File: config.mk
export PLATFORM = sky130hd
export DESIGN_NAME = ser_frame_tx
export DESIGN_NICKNAME = d
export VERILOG_FILES = /design/src/rtl/ser_frame_tx.sv
export SDC_FILE = /design/constraint.sdc
export NUM_CORES = 1
export LEC_CHECK = 0
export ABC_AREA = 1
export ABC_CLOCK_PERIOD_IN_PS = 2100
export CAP_MARGIN = 20
export CORE_UTILIZATION = 55
export DETAILED_ROUTE_END_ITERATION = 16
export HOLD_SLACK_MARGIN = 0.05
export PLACE_DENSITY = 0.77
export SETUP_SLACK_MARGIN = 0.2
export SLEW_MARGIN = 0
export SYNTH_ARGS = -nofsm -noshare
export SYNTH_HDL_FRONTEND = slang
export SYNTH_SLANG_ARGS = --single-unit
File: constraint.sdc
create_clock -name clk -period 2.1 [get_ports clk]
set_input_delay 0.21 -clock clk [delete_from_list [all_inputs] [get_ports clk]]
set_output_delay 0.21 -clock clk [all_outputs]
set_load 0.03 [all_outputs]
File: src/rtl/ser_frame_tx.sv
// Parallel-to-serial frame transmitter: buffers WIDTH-bit words in a small FIFO
// and shifts each one out a bit per clock, with an optional idle gap between frames.
module ser_frame_tx #(
    parameter int unsigned WIDTH     = 8,
    parameter int unsigned DEPTH     = 4,
    parameter int unsigned MSB_FIRST = 1,
    parameter int unsigned GAP       = 0
) (
    input  logic                     clk,
    input  logic                     reset,
    input  logic [WIDTH-1:0]         din,
    input  logic                     din_valid,
    output logic                     din_ready,
    output logic                     ser_out,
    output logic                     ser_valid,
    output logic [3:0]               bit_idx,
    output logic                     frame_end,
    output logic                     busy,
    output logic [$clog2(DEPTH):0]   fifo_count
);

    localparam int unsigned AW      = $clog2(DEPTH);
    localparam int unsigned CW      = AW + 1;
    localparam bit          MSB     = (MSB_FIRST != 0);
    localparam bit          HAS_GAP = (GAP != 0);

    typedef enum logic [1:0] {
        ST_IDLE,
        ST_SHIFT,
        ST_GAP
    } state_t;

    state_t           state;
    logic [WIDTH-1:0] mem [DEPTH];
    logic [AW-1:0]    wr_ptr;
    logic [AW-1:0]    rd_ptr;
    logic [WIDTH-1:0] head;
    logic [WIDTH-1:0] sreg;
    logic [WIDTH-1:0] shifted;
    logic [3:0]       gap_cnt;
    logic             push;
    logic             pop;

    // No write bypass: readiness depends only on the stored count.
    assign din_ready = ~reset & (fifo_count != CW'(DEPTH));
    assign push      = din_valid & din_ready;
    assign head      = mem[rd_ptr];
    assign shifted   = MSB ? (sreg << 1) : (sreg >> 1);

    // Pop whenever the engine is about to start a new frame and a word is waiting.
    always_comb begin
        pop = 1'b0;
        case (state)
            ST_IDLE:  pop = (fifo_count != '0);
            ST_SHIFT: pop = frame_end && !HAS_GAP && (fifo_count != '0);
            ST_GAP:   pop = (gap_cnt == 4'd1) && (fifo_count != '0);
            default:  pop = 1'b0;
        endcase
    end

    always_ff @(posedge clk) begin
        if (reset) begin
            wr_ptr     <= '0;
            rd_ptr     <= '0;
            fifo_count <= '0;
        end else begin
            if (push) wr_ptr <= wr_ptr + AW'(1);
            if (pop)  rd_ptr <= rd_ptr + AW'(1);
            fifo_count <= fifo_count + CW'(push) - CW'(pop);
        end
    end

    always_ff @(posedge clk) begin
        if (push) mem[wr_ptr] <= din;
    end

    // Frame engine; outputs default to idle values and are overridden per state.
    always_ff @(posedge clk) begin
        if (reset) begin
            state     <= ST_IDLE;
            sreg      <= '0;
            gap_cnt   <= '0;
            ser_out   <= 1'b0;
            ser_valid <= 1'b0;
            bit_idx   <= '0;
            frame_end <= 1'b0;
            busy      <= 1'b0;
        end else begin
            ser_out   <= 1'b0;
            ser_valid <= 1'b0;
            bit_idx   <= '0;
            frame_end <= 1'b0;
            busy      <= 1'b0;
            if (pop) begin
                state     <= ST_SHIFT;
                sreg      <= head;
                ser_out   <= MSB ? head[WIDTH-1] : head[0];
                ser_valid <= 1'b1;
                busy      <= 1'b1;
            end else begin
                case (state)
                    ST_IDLE: state <= ST_IDLE;
                    ST_SHIFT: begin
                        if (!frame_end) begin
                            sreg      <= shifted;
                            ser_out   <= MSB ? shifted[WIDTH-1] : shifted[0];
                            ser_valid <= 1'b1;
                            bit_idx   <= bit_idx + 4'd1;
                            frame_end <= (bit_idx == 4'(WIDTH-2));
                            busy      <= 1'b1;
                        end else if (HAS_GAP) begin
                            state   <= ST_GAP;
                            gap_cnt <= 4'(GAP);
                            busy    <= 1'b1;
                        end else begin
                            state <= ST_IDLE;
                        end
                    end
                    ST_GAP: begin
                        if (gap_cnt != 4'd1) begin
                            gap_cnt <= gap_cnt - 4'd1;
                            busy    <= 1'b1;
                        end else begin
                            state <= ST_IDLE;
                        end
                    end
                    default: state <= ST_IDLE;
                endcase
            end
        end
    end

endmodule

==> results_dict.tcl <==
set metrics [dict create \
    cts-root-buf "clkbuf_8" \
    synth-simple-area-share_pct 19.3 \
    clockBufferDepth 2 \
    outcome "finished, final reports clean" \
    synth.yosys.warnings 0 \
    antenna_cells 0 \
    cap_violations 0 \
    first_iter_violations 121 \
    grtUsageTotal_pct 20.5 \
    antenna_found_initial 0 \
    slew_headroom_pct 75.7 \
    critPathRequiredTime_ns 2.35 \
    syn-num-nets 287 \
    min_path_type "reg2reg" \
    dr.max_layer_used "met4" \
    synth_area_per_cell_um2 9.20 \
    die_width_um 68.8 \
    grt_pass1_wl_um 6580 \
    fin_nets 326 \
    grt_pass1_vias 1468 \
    ant_nets 0 \
    synth_area_leaders "edfxtp_1 39%, dfxtp_1 20%, inv_1 9.2%" \
    numCtsBuffers 5 \
    cp_top_family "adder cells" \
    clk_pin_slew_worst_paths_ns 0.09 \
    via_per_inst 4.87 \
    dieArea_mm2 0.00474 \
    h-tree-depth 2 \
    crit_path_cell_trace "nor2_4, nand2_2, nand2_4, inv_8, ha_4, inv_1, ha_2, fa_2, inv_2, nor2_2" \
    p_leak_nw 1.33 \
    vias 1740 \
    synth_compound_area_share_pct 4.38 \
    met1_length_um 1970 \
    path_class "reg2reg" \
    muxShareOfSynthArea_pct 0 \
    crit_cells 10 \
    syn_inst 267 \
    drc 0 \
    ys_seq_area_share_pct 58.7 \
    place_area_mm2 0.00277 \
    hold_buffers 0 \
    synth.distinct_cells 23 \
    cp_slowest_cell "fa_2" \
    place.gp.congestion 0.735 \
    start_util_pct 59.3 \
    synthesis.area_mm2 0.00246 \
    wl_per_cell_um 12.6 \
    synth_xor_area_share_pct 1.07 \
    wl_met3_um 212 \
    cts_tree "built" \
    rows 23 \
    port_buffers 22 \
    ys_ff_latch 56 \
    stdcell_area_mm2 0.00300 \
    synth_top_family_by_area "simple AND/OR/NAND/NOR gates" \
    hold_viol_final 0 \
    timing.fmax_mhz 536 \
    hold_path_depth 2 \
    rsz0062_at_grt "false" \
    rr_worst_depth 10 \
    grt_overflow 0 \
    met2WireLength_um 2150 \
    syn2layout_area_growth_pct 22.0 \
    grt_max_degree 17 \
    power_density_mw_per_mm2 1180 \
    clock_skew_ns 0.00689 \
    maxSlewViolCount 0 \
    numClockSinks 56 \
    fin_crit_sh_pct 88.8 \
    crit_path_end_kind "flip-flop" \
    clk_latency_ns 0.31 \
    ir_worst_vdd_uv 520 \
    drive_gt1_share_pct 16.0 \
    final-setup-viol-count 0 \
    first_pass_iters 4 \
    synth_top_area_share_pct 39.1 \
    synth_area_leader_cell "edfxtp_1" \
    finalCriticalPeriod_ns 1.87 \
    arrival_ns 2.11 \
    critPathLaunchType "flip-flop" \
    critPathMaxFanout 4 \
    pin_count 23 \
    slowest_delay_ns 0.52 \
    post-route-util_pct 72.3 \
    fin_total_pwr_mw 3.55 \
    tns_ns 0 \
    synth_fa_ha_area_share_pct 4.89 \
    num-fill-cells 311 \
    drt_wl_total_um 4490 \
    hpwl_um 2910 \
    worst_slew_pin_slew_ns 0.363 \
    cp_num_buf_inv 3 \
    die_h_um 68.8 \
    core_area_mm2 0.00414 \
]
synth_stat cells:
cell and number:
inv_4 2, nand3_2 2, inv_2 1, inv_1 60, a21oi_1 11, a21oi_2 4, o21ai_1 1, xor2_1 2
nand2_2 3, buf_6 2, o21a_1 1, edfxtp_1 32, nor2_1 28, nand2_1 56, o21ai_0 1, xnor2_1 1
dfxtp_1 24, nand3_1 22, buf_4 1, nor2_4 1, ha_1 8, buf_2 3, fa_1 1
where the power goes:
group          internal [mW]  switching (mW)
registers               1.33           0.121
clock network          0.421           0.333
logic                  0.537           0.803
worst paths after layout:
check	startpoint	endpoint	slack [ns]
max	fifo_count[0]	fifo_count[1]	0.23
min	sreg[6]	ser_out	0.47
max reg2reg	fifo_count[0]	fifo_count[1]	0.23
min reg2reg	sreg[6]	ser_out	0.47
per-layer routing:
metal / up-vias / global-route usage (%)
li1: 896 / -
met5: - / 0
met4: 0 / 12.0
met2: 42 / 34.0
met1: 791 / 23.4
met3: 11 / 5.76
sequential cells by signal, indices dropped and copies added (netlist names), named ones only:
name,count
bit_idx,4
ser_out,1
ser_valid,1
frame_end,1
rd_ptr,2
mem,32
wr_ptr,2
state,1
sreg,7
fifo_count,3
stage by stage:
step,instances,setup WS [ns],hold slack (ns)
final,357,0.235,0.472
after global routing,357,0.171,0.488
after CTS,355,0.217,0.473
after detailed placement,342,0.0248,0.458
after global placement,342,0.0696,0.453
after floorplan,267,0.210,0.279
logic make-up after synthesis:
| family | count (synthesis) |
|---|---|
| buf+inv | 69 |
| fa+ha+maj | 9 |
| xor+xnor | 3 |
| compound gates | 18 |
| simple gates | 112 |
| flops | 56 |
placed cells by master, fill, tap and decap left out:
cell,n
nand2_2,2
clkbuf_8,7
inv_1,58
dfxtp_4,2
xor2_1,2
inv_4,1
buf_6,1
ha_4,1
bufinv_16,1
nand3_4,1
clkdlybuf4s50_1,21
o21ai_1,1
nor2_1,27
a21oi_2,4
ha_1,6
o21a_1,1
inv_2,3
nand2_1,55
edfxtp_1,32
fa_2,1
inv_8,1
ha_2,1
a21oi_1,11
nand3_1,22
nand3_2,1
o21ai_0,1
nor2_4,1
nand2_4,2
dfxtp_1,20
nor2_2,1
buf_4,16
dfxtp_2,2
xnor2_1,1
area by class of cell:
| class | instances | area [um^2] | area share (%) |
|---|---|---|---|
| Tap cell | 50 | 62.6 | 2.09 |
| Clock inverter | 1 | 30.0 | 1.00 |
| Multi-Input combinational cell | 142 | 769 | 25.7 |
| Clock buffer | 7 | 96.3 | 3.21 |
| Sequential cell | 56 | 1450 | 48.4 |
| Inverter | 63 | 246 | 8.22 |
| Timing Repair Buffer | 38 | 342 | 11.4 |
worst min-delay path, stage by stage, from the launching register on:
cell     delay, ns
dfxtp_1       0.32
nand2_1       0.06
a21oi_1       0.05
what timing repair did:
item	in CTS	in global routing
resized for setup	4	9
setup endpoints to repair	2	2
pin swaps	4	6
setup buffers	5	2
(Power assumes the default switching activity.)
